==> src/rtl/bp_me_cmd_rr_router.sv <==
// Round-robin merge of per-channel commands onto one memory port; in-order responses return via a tag FIFO of channel ids.
// Zero-cycle combinational path both directions; a full tag FIFO stalls commands, a stalled head channel stalls responses.
module bp_me_cmd_rr_router #(
  parameter int num_chan_p        = 2,
  parameter int msg_width_p       = 128,
  parameter int max_outstanding_p = 4
) (
  input  logic                              clk_i,
  input  logic                              reset_n_i,
  input  logic [num_chan_p*msg_width_p-1:0] cmd_i,
  input  logic [num_chan_p-1:0]             cmd_v_i,
  output logic [num_chan_p-1:0]             cmd_ready_o,
  output logic [msg_width_p-1:0]            mem_cmd_o,
  output logic                              mem_cmd_v_o,
  input  logic                              mem_cmd_ready_i,
  input  logic [msg_width_p-1:0]            mem_resp_i,
  input  logic                              mem_resp_v_i,
  output logic                              mem_resp_ready_o,
  output logic [num_chan_p*msg_width_p-1:0] resp_o,
  output logic [num_chan_p-1:0]             resp_v_o,
  input  logic [num_chan_p-1:0]             resp_ready_i,
  output logic [$clog2(max_outstanding_p):0] outstanding_o,
  output logic                              err_o
);

  localparam int lg_chan_lp = (num_chan_p > 1) ? $clog2(num_chan_p) : 1;
  localparam int lg_out_lp  = $clog2(max_outstanding_p);
  localparam int ptr_w_lp   = lg_out_lp + 1;

  logic [lg_chan_lp-1:0] last_grant_r;
  logic [lg_chan_lp-1:0] grant_idx;
  logic [lg_chan_lp-1:0] lo_idx;
  logic [lg_chan_lp-1:0] hi_idx;
  logic                  hi_found;
  logic                  any_req;

  logic [ptr_w_lp-1:0]   wptr_r;
  logic [ptr_w_lp-1:0]   rptr_r;
  logic [ptr_w_lp-1:0]   cnt_r;
  logic [lg_chan_lp-1:0] tag_mem [max_outstanding_p];
  logic [lg_chan_lp-1:0] head_idx;
  logic                  full;
  logic                  empty;
  logic                  err_r;

  logic                  cmd_go;
  logic                  resp_go;
  logic                  head_ready;
  logic                  push;
  logic                  pop;

  assign empty = (wptr_r == rptr_r);
  assign full  = (wptr_r[lg_out_lp] != rptr_r[lg_out_lp])
              && (wptr_r[lg_out_lp-1:0] == rptr_r[lg_out_lp-1:0]);

  // Lowest requester above last_grant wins; otherwise wrap to the lowest requester overall.
  always_comb begin
    lo_idx   = '0;
    hi_idx   = '0;
    hi_found = 1'b0;
    for (int k = num_chan_p - 1; k >= 0; k--) begin
      if (cmd_v_i[k]) begin
        lo_idx = lg_chan_lp'(k);
        if (k > int'(last_grant_r)) begin
          hi_idx   = lg_chan_lp'(k);
          hi_found = 1'b1;
        end
      end
    end
    grant_idx = hi_found ? hi_idx : lo_idx;
  end

  assign any_req     = |cmd_v_i;
  assign mem_cmd_v_o = reset_n_i & any_req & ~full;
  assign cmd_go      = mem_cmd_v_o & mem_cmd_ready_i;
  assign push        = cmd_go;

  always_comb begin
    mem_cmd_o   = '0;
    cmd_ready_o = '0;
    for (int k = 0; k < num_chan_p; k++) begin
      if (int'(grant_idx) == k) begin
        mem_cmd_o      = cmd_i[k*msg_width_p +: msg_width_p];
        cmd_ready_o[k] = cmd_go;
      end
    end
  end

  assign head_idx = tag_mem[rptr_r[lg_out_lp-1:0]];
  assign resp_go  = reset_n_i & mem_resp_v_i & ~empty;

  always_comb begin
    resp_o     = '0;
    resp_v_o   = '0;
    head_ready = 1'b0;
    for (int k = 0; k < num_chan_p; k++) begin
      if (int'(head_idx) == k) begin
        resp_o[k*msg_width_p +: msg_width_p] = mem_resp_i;
        resp_v_o[k] = resp_go;
        head_ready  = resp_ready_i[k];
      end
    end
  end

  assign mem_resp_ready_o = reset_n_i & head_ready & ~empty;
  assign pop              = mem_resp_v_i & mem_resp_ready_o;

  always_ff @(posedge clk_i) begin
    if (push) begin
      tag_mem[wptr_r[lg_out_lp-1:0]] <= grant_idx;
    end
  end

  always_ff @(posedge clk_i or negedge reset_n_i) begin
    if (!reset_n_i) begin
      wptr_r       <= '0;
      rptr_r       <= '0;
      cnt_r        <= '0;
      err_r        <= 1'b0;
      last_grant_r <= lg_chan_lp'(num_chan_p - 1);
    end else begin
      if (push) begin
        wptr_r       <= wptr_r + ptr_w_lp'(1);
        last_grant_r <= grant_idx;
      end
      if (pop) begin
        rptr_r <= rptr_r + ptr_w_lp'(1);
      end
      if (push && !pop) begin
        cnt_r <= cnt_r + ptr_w_lp'(1);
      end else if (!push && pop) begin
        cnt_r <= cnt_r - ptr_w_lp'(1);
      end
      // A response with nothing in flight is a protocol error; latch it until reset.
      if (mem_resp_v_i && empty) begin
        err_r <= 1'b1;
      end
    end
  end

  assign outstanding_o = cnt_r;
  assign err_o         = err_r;

endmodule
==> config.mk <==
export PLATFORM = sky130hd
export DESIGN_NAME = bp_me_cmd_rr_router
export DESIGN_NICKNAME = d
export VERILOG_FILES = /design/src/rtl/bp_me_cmd_rr_router.sv
export SDC_FILE = /design/constraint.sdc
export NUM_CORES = 1
export LEC_CHECK = 0
export ABC_AREA = 1
export CORE_AREA = 5 5 301 303
export DETAILED_ROUTE_END_ITERATION = 8
export DIE_AREA = 0 0 306 308
export HOLD_SLACK_MARGIN = 0.03
export PLACE_DENSITY = 0.3
export SLEW_MARGIN = 10
export SYNTH_ARGS = -nofsm -noshare
export SYNTH_HDL_FRONTEND = slang
export SYNTH_SLANG_ARGS = --single-unit
==> constraint.sdc <==
create_clock -name clk_i -period 5.25 [get_ports clk_i]
set_input_delay 1.05 -clock clk_i [delete_from_list [all_inputs] [get_ports clk_i]]
set_output_delay 1.05 -clock clk_i [all_outputs]
set_load 0.05 [all_outputs]
======== Word level (Yosys, flattened, before mapping) ========
Memories as Yosys holds them, arrays and structs flattened.
Index checks and enable logic that the tools add are counted.
operators by class
  muxes and demuxes ....................... 17
  bitwise gates (word level) .............. 10
  reduce and logical (&&, ||, !) cells .... 8
  add/subtract/negate cells ............... 4
  equal/unequal tests ..................... 3
  order comparisons ....................... 1
operators with widths
  cell                 number
  $mux 128             3
  $mux 1               12
  $add 3x1->3 const B  3
  $and 1x1->1          8
  $mux 3               2
  $logic_and 1x1->1    4
  $eq 3x3->1           1
  $sub 3x1->3 const B  1
  $eq 2x2->1           1
  $logic_not 1->1      2
  $not 1->1            2
  $reduce_bool 2->1    1
  $reduce_or 2->1      1
  $gt 1x1->1 const A   1
  $ne 1x1->1           1
storage, ports and cells
  bits in writable memories ............... 4
  input bits .............................. 392
  memories kept ........................... 1
  flip-flop bits (word level) ............. 11
memories
  memory   depth  width  read ports  clocked after memory_dff  write ports  line  text
  tag_mem  4      1      1           0                         1            40    logic [lg_chan_lp-1:0] tag_mem [max_outstanding_p];

======== Depth between registers and ports, before layout ========
Gate-level depths: netlist (run 1).
  depth after elaboration ................. 9
  gate-level depth with buffers ........... 13
  gate-level depth less buffers ........... 13

======== Worst setup path after synthesis (run 1) ========
Ideal clock, no wire load.
  kind .................................... input to output
  start ................................... input cmd_v_i[0]
  end ..................................... output cmd_ready_o[0]
  stages .................................. 5
  buffers on the path ..................... 1
  arrival ................................. 2162 ps
  required time ........................... 4200 ps
  setup slack ............................. 2038 ps
  cells stage by stage .................... nand2_1 -> nand2_1 -> inv_1 -> clkbuf_1 -> nor2_1
between the ends
  elaborated cells between the ends (all ways) .. 7
RTL lines
  what                 line  text
  start, declared      11    input logic [num_chan_p-1:0] cmd_v_i,
  $mux 1               62    if (cmd_v_i[k]) begin
  $mux 1               70    grant_idx = hi_found ? hi_idx : lo_idx;
  named net grant_idx  31    logic [lg_chan_lp-1:0] grant_idx;
  $mux 1               82    if (int'(grant_idx) == k) begin
  end, declared        12    output logic [num_chan_p-1:0] cmd_ready_o,
The timed path passes the listed nets, and every way through them passes these cells.

======== Final worst setup path (run 1) ========
  start ................................... input cmd_v_i[0]
  end ..................................... output mem_cmd_o[112]
between the ends
  longest elaborated chain between the ends .. 3
ends and longest elaborated chain
  what           line  text
  $mux 1         62
  $mux 1         70
  $mux 128       82
  end, declared  13    output logic [msg_width_p-1:0] mem_cmd_o,
Every way passes these cells.

==> run_results.csv, run 1 <==
group,metric,value,unit
cells_and_area,fill_cells,10100,
yosys,ys_warn_count,0,
clock_tree,ctsResizeCount,0,
floorplanning,core_area,87700,um^2
yosys,synth_commonest_cells,"nand2_1, nor2_1, inv_1, nor2_4, clkbuf_1",
timing,finalHoldViolations,0,
timing,timing.final.crit_share,0.827,
hold_path,hold_end,"err_o",
route,firstDrtPassIters,5,
timing,period_needed,4.34,ns
critical_path,cp_data_arrival_time,3.29,ns
global_route,grt_max_degree,76,
global_route,antenna_found_initial,20,
route,wl_met1,22200,um
yosys,synth_edf_count,4,
yosys,yosysTopAreaCell,"nand2_1",
route,wl_met2,31700,um
floorplanning,num_rows,109,
global_route,grt_usage,0.119,
place,port-buffer-count,785,
yosys,ys.flop_type,"dfrtp_1",
timing,max_freq,0.230,GHz
clock_tree,cts.reportedPaths.clkPinSlew,0.05,ns
route,dr_wl_met3,5570,um
critical_path,path_cells,"clkdlybuf4s50_1, nand2_1, nand2_4, buf_4, buf_4, nand2_1, nand2_1, buf_4",
critical_path,critPathKind,"primary input to primary output",
critical_path,rr_endpoint,"outstanding_o[1]",
clock_tree,clock_path_buffers,2,
cells_and_area,layout-drive-gt1-share,0.143,
pwr,leakagePower,0.00612,uW
timing,report.final.slew_viol_count,0,
yosys,synth_area_per_cell,5.32,um^2
cells_and_area,fin_util,0.158,
clock_tree,cts_sinks,15,
timing,layout_setup_ws,0.909,ns
critical_path,end_kind,"primary output",
clock_tree,insertion_delay,0.25,ns
floorplanning,die_w,306,um
global_route,overflow,0,
pwr,fin_total_pwr,7520,uW
floorplanning,num_io_pins,786,
critical_path,r2r_slack,2.69,ns
hold_path,hp-class,"register to register",
place,place.gp.congestion,0.938,
yosys,synth_top_area_share,0.315,
route,top_layer,"met5",
critical_path,reg2reg_depth,11,
hold_path,whs_path_depth,1,
place,place_ws,0.748,ns
timing,rsz0062_at_grt,"no",
pwr,irDropWorstVdd,0.000288,V
place,dp_hpwl,55400,um
hold_path,hold_start,"err_o",
critical_path,cp_data_required_time,4.20,ns
yosys,syn_inst,930,
timing,hold_ws,0.459,ns
route,first_iter_violations,446,
route,antenna_left,0,
critical_path,crit_path_start,"cmd_v_i[0]",
global_route,grt_pass1_wl,79100,um
critical_path,path_buf_inv,4,
clock_tree,cts_buffers,3,
critical_path,path_delay_family,"buffers and inverters",
critical_path,cp_max_fo,43,
route,wl_per_cell,21.3,um
timing,skew,0.00320,ns
global_route,grt_pass1_vias,9029,
pwr,cellPowerDensity,541,nW/um^2
yosys,syn_nets,1329,
timing,tightest_slew,0.746,ns
critical_path,critPathLaunchType,"primary input",
timing,setup-violations-final,0,
yosys,yosys.cell_count.top_type,"nand2_1",
cells_and_area,syn_to_final_growth,181,%
route,wl,60900,um
floorplanning,die_y,308,um
critical_path,max_stage_delay,0.59,ns
yosys,synth_area_leaders,"nand2_1, nor2_4, nor2_1, inv_1, dfrtp_1",
critical_path,crit_slowest_cell,"buf_4",
yosys,synth_seq_cells,15,
outcome,status,"complete, no violations",
route,vias,8563,
yosys,synth.distinct_cells,29,
clock_tree,post-cts-setup-buffer-count,0,
route,drc,0,
cells_and_area,nNetsFinal,2077,
floorplanning,start_util,0.0564,
critical_path,r2r_start,"rptr_r[0]",
timing,tns,0,ns
clock_tree,cts_max_level,1,
yosys,ys_seq_area_frac,0.0801,
timing,maxSlewHeadroom,0.501,
flow_run,cap_violations,0,
clock_tree,clock-root-buffer,"clkbuf_16",
clock_tree,cts_tree,"done",
yosys,syn_area,4950,um^2
floorplanning,dieArea,94200,um^2
clock_tree,hold_buffers,0,
route,viasPerCell,3.00,
yosys,async_flop_share,0.733,
[stage by stage]
step,cells,instance area (um^2)
floorplan,930,4950
CTS,2842,13900
finish,2851,13900
global placement,2838,13800
detailed placement,2838,13800
global route,2843,13900
[metal layers]
| metal | GRT usage | vias to the layer above |
|---|---|---|
| li1 | - | 4134 |
| met1 | 0.128 | 3861 |
| met2 | 0.229 | 502 |
| met3 | 0.0404 | 48 |
| met4 | 0.0205 | 18 |
| met5 | 0 | - |
[worst register-to-register path, stage by stage, from the launching register on]
cell,delay [ns]
dfrtp_1,0.44
inv_1,0.11
nand2_1,0.07
nand3_1,0.14
nand2_4,0.29
nand2_1,0.09
nand2_1,0.16
nand2_1,0.15
ha_1,0.22
inv_1,0.10
fa_1,0.42
mux2_2,0.26
[kinds of logic (layout without fill, tap and decap cells)]
| family | after synthesis | after routing | synth area share |
|---|---|---|---|
| buffers and inverters | 204 | 951 | 0.202 |
| adders and majority gates | 7 | 7 | 0.0192 |
| and+or+nand+nor | 692 | 692 | 0.681 |
| DFF | 15 | 15 | 0.0801 |
| muxes | 1 | 1 | 0.00227 |
| other | 0 | 9 | 0 |
| AOI/OAI and AO/OA | 6 | 6 | 0.00708 |
| xor gates and xnor gates | 5 | 5 | 0.00885 |
[power breakdown]
part / internal, uW / switching [uW] / total (uW)
combinational: 2080 / 5080 / 7160
clock: 102 / 47.5 / 149
sequential: 162 / 46.9 / 209
[area by class of cell]
class	count	area [um^2]	area share
Antenna cell	9	22.5	0.00162
Multi-Input combinational cell	711	3570	0.257
Inverter	147	562	0.0405
Sequential cell	15	397	0.0286
Tap cell	1165	1460	0.105
Clock buffer	3	75.1	0.00541
Clock inverter	1	5.00	0.000360
Timing Repair Buffer	800	7800	0.562
[how the worst max path moves through the flow]
| stage | slack, ns | cells past startpoint | to |
|---|---|---|---|
| detailed placement | 0.75 | 8 | mem_cmd_o[112] |
| CTS | 0.74 | 8 | mem_cmd_o[112] |
| global placement | 0.73 | 8 | mem_cmd_o[112] |
| finish | 0.91 | 8 | mem_cmd_o[112] |
| global route | 0.64 | 8 | mem_cmd_o[112] |
| floorplan | 2.04 | 5 | cmd_ready_o[0] |
[flip-flops by register name, indices dropped and copies added (netlist names)]
name	count
outstanding_o	3
last_grant_r	1
rptr_r	3
wptr_r	3
err_o	1
tag_mem	4
[cells in the final DEF, fill, tap and decap left out]
master / synthesis / layout
nand3_1: 8 / 8
ha_1: 6 / 6
fa_1: 1 / 1
o21ai_0: 1 / 1
buf_12: 9 / 9
nand2_1: 416 / 415
clkbuf_16: 0 / 3
clkdlybuf4s50_1: 0 / 672
nand3_2: 1 / 1
buf_4: 12 / 119
nand2_4: 0 / 2
nand4_1: 1 / 1
xor2_1: 1 / 1
dfrtp_1: 10 / 10
dfstp_2: 1 / 1
inv_4: 0 / 1
clkinv_2: 0 / 1
a21o_1: 1 / 1
xnor2_1: 4 / 4
a21oi_1: 1 / 1
inv_8: 0 / 1
edfxtp_1: 4 / 4
inv_1: 146 / 145
mux2_2: 1 / 1
nor2_4: 100 / 100
diode_2: 0 / 9
nor2_1: 165 / 165
o21ai_1: 2 / 2
o21a_1: 1 / 1
Power figures use the tool's default switching activity.
==> inputs of run 2 (changes only) <==
--- a/config.mk
+++ b/config.mk
@@ -6,9 +6,9 @@
 export NUM_CORES = 1
 export LEC_CHECK = 0
 export ABC_AREA = 1
-export CORE_AREA = 5 5 301 303
+export CORE_AREA = 5 5 305 307
 export DETAILED_ROUTE_END_ITERATION = 8
-export DIE_AREA = 0 0 306 308
+export DIE_AREA = 0 0 310 312
 export HOLD_SLACK_MARGIN = 0.03
 export PLACE_DENSITY = 0.3
 export SLEW_MARGIN = 10
==> constraint.sdc (replaced) <==
create_clock -name clk_i -period 4.5 [get_ports clk_i]
set_input_delay 0.9 -clock clk_i [delete_from_list [all_inputs] [get_ports clk_i]]
set_output_delay 0.9 -clock clk_i [all_outputs]
set_load 0.05 [all_outputs]
==> run 2 against run 1 <==
Against the previous run:
- critical path type is now register to primary output
- design area increased by 11%
- clock skew about the same
- global-route usage about the same
- sequential power increased by 16%
- largest power group unchanged
- setup slack got worse by 0.30 ns
- via count decreased by 1.8%
- combinational power increased by 25%
- total power increased by 24%
- flip-flop and latch count unchanged
- non-clock buffer count increased by 4
==> run_results.csv, run 2 (synthesis gave the netlist of run 1 again) <==
group,metric,value,unit
route,wl_met2,32700,um
global_route,grt_pass1_vias,8848,
floorplanning,die_w,310,um
place,dp.cells,2853,
critical_path,rr_endpoint,"outstanding_o[1]",
route,antenna_left,0,
place,port-buffer-count,785,
outcome,status,"complete, no violations",
timing,period_needed,3.89,ns
route,wl_per_cell,21.6,um
floorplanning,num_rows,110,
route,top_layer,"met5",
critical_path,r2r_start,"rptr_r[0]",
route,wl,62000,um
cells_and_area,layout-drive-gt1-share,0.173,
floorplanning,die_y,312,um
route,dr_wl_met3,6610,um
clock_tree,cts_tree,"done",
route,first_iter_violations,353,
timing,max_freq,0.257,GHz
timing,hold_ws,0.478,ns
timing,maxSlewHeadroom,0.534,
hold_path,hold_end,"err_o",
clock_tree,clock_path_buffers,2,
critical_path,cp_max_fo,36,
timing,finalHoldViolations,0,
clock_tree,cts.reportedPaths.clkPinSlew,0.05,ns
cells_and_area,largest_reg_flops,4,
clock_tree,cts_buffers,3,
critical_path,critPathKind,"register to primary output",
clock_tree,hold_buffers,0,
hold_path,whs_path_depth,1,
global_route,antenna_found_initial,25,
clock_tree,clock-root-buffer,"clkbuf_16",
pwr,irDropWorstVdd,0.000230,V
timing,rsz0062_at_grt,"no",
floorplanning,core_area,89700,um^2
timing,tns,0,ns
place,place.gp.congestion,0.822,
route,vias,8407,
critical_path,end_kind,"primary output",
cells_and_area,fin_area,15400,um^2
hold_path,hp-class,"register to register",
timing,tightest_slew,0.697,ns
floorplanning,start_util,0.0552,
clock_tree,cts_sinks,15,
cells_and_area,seqCellArea,397,um^2
timing,report.final.slew_viol_count,0,
flow_run,cap_violations,0,
cells_and_area,most-common-layout-cells,"clkdlybuf4s50_1, nand2_1, nor2_1",
route,drc,0,
cells_and_area,multi_input_area,3570,um^2
critical_path,reg2reg_depth,11,
cells_and_area,nNetsFinal,2081,
route,wl_met1,21600,um
critical_path,cp_data_required_time,3.60,ns
floorplanning,dieArea,96700,um^2
global_route,grt_pass1_wl,80200,um
cells_and_area,final_common_cell,"clkdlybuf4s50_1",
global_route,overflow,0,
cells_and_area,syn_to_final_growth,211,%
place,dp_hpwl,57300,um
global_route,grt_usage,0.119,
timing,setup-violations-final,0,
critical_path,critPathLaunchType,"register",
critical_path,r2r_slack,1.97,ns
clock_tree,cts_max_level,1,
clock_tree,post-cts-setup-buffer-count,0,
route,viasPerCell,2.93,
clock_tree,ctsResizeCount,0,
cells_and_area,fill_cells,10200,
place,placed_cell_area,15300,um^2
timing,skew,0.00312,ns
global_route,grt_max_degree,99,
critical_path,cp_data_arrival_time,2.99,ns
floorplanning,num_io_pins,786,
route,firstDrtPassIters,4,
timing,timing.final.crit_share,0.865,
pwr,cellPowerDensity,606,nW/um^2
hold_path,hold_start,"err_o",
cells_and_area,finalNonFillerCells,2870,
pwr,leakagePower,0.00676,uW
cells_and_area,fin_util,0.172,
clock_tree,insertion_delay,0.25,ns
## run 2: critical path: stages (launching register included)
cell and delay (ns):
dfrtp_1 0.44, inv_1 0.13, nand2_1 0.06, nand3_1 0.14, nand2_4 0.18, inv_8 0.38
buf_12 0.41, nor2_1 0.12, clkdlybuf4s50_1 0.72
## run 2: metal layers
layer | vias to the layer above | track usage
li1 | 4150 | -
met1 | 3729 | 0.123
met2 | 468 | 0.233
met3 | 40 | 0.0458
met4 | 20 | 0.0137
met5 | - | 0
## run 2: how the worst max path moves through the flow
stage | startpoint | end | slack (ns) | cells past startpoint
detailed placement | cmd_v_i[1] | mem_cmd_o[12] | 0.76 | 7
global placement | reset_n_i | resp_v_o[0] | 0.76 | 6
CTS | rptr_r[0] | resp_o[16] | 0.59 | 8
finish | rptr_r[0] | resp_o[16] | 0.61 | 8
global route | rptr_r[0] | resp_o[16] | 0.49 | 8
floorplan | cmd_v_i[0] | cmd_ready_o[0] | 1.59 | 5
## run 2: power by group
part,internal (uW),switching (uW)
combinational,2830,6080
clock,119,57.6
sequential,189,53.8
## run 2: cell type report
cell class | count | share of cell area
Tap cell | 1176 | 0.0955
Clock inverter | 1 | 0.000325
Inverter | 147 | 0.0365
Timing Repair Buffer | 804 | 0.603
Multi-Input combinational cell | 711 | 0.232
Antenna cell | 13 | 0.00211
Clock buffer | 3 | 0.00487
Sequential cell | 15 | 0.0257
## run 2: through the flow
step           total power (uW)  setup slack (ns)
6_report                   9330             0.608
5_1_grt                    9760             0.493
4_1_cts                    9570             0.587
3_5_place_dp               9370             0.757
3_3_place_gp               9380             0.763
2_1_floorplan              5790              1.59
==> inputs of run 3 (changes only) <==
--- a/config.mk
+++ b/config.mk
@@ -9,6 +9,7 @@
 export CORE_AREA = 5 5 305 307
 export DETAILED_ROUTE_END_ITERATION = 8
 export DIE_AREA = 0 0 310 312
+export GPL_ROUTABILITY_DRIVEN = 1
 export HOLD_SLACK_MARGIN = 0.03
 export PLACE_DENSITY = 0.3
 export SLEW_MARGIN = 10
==> results of run 3 <==
Final layout, timing and power as in run 2 (identical DEF).
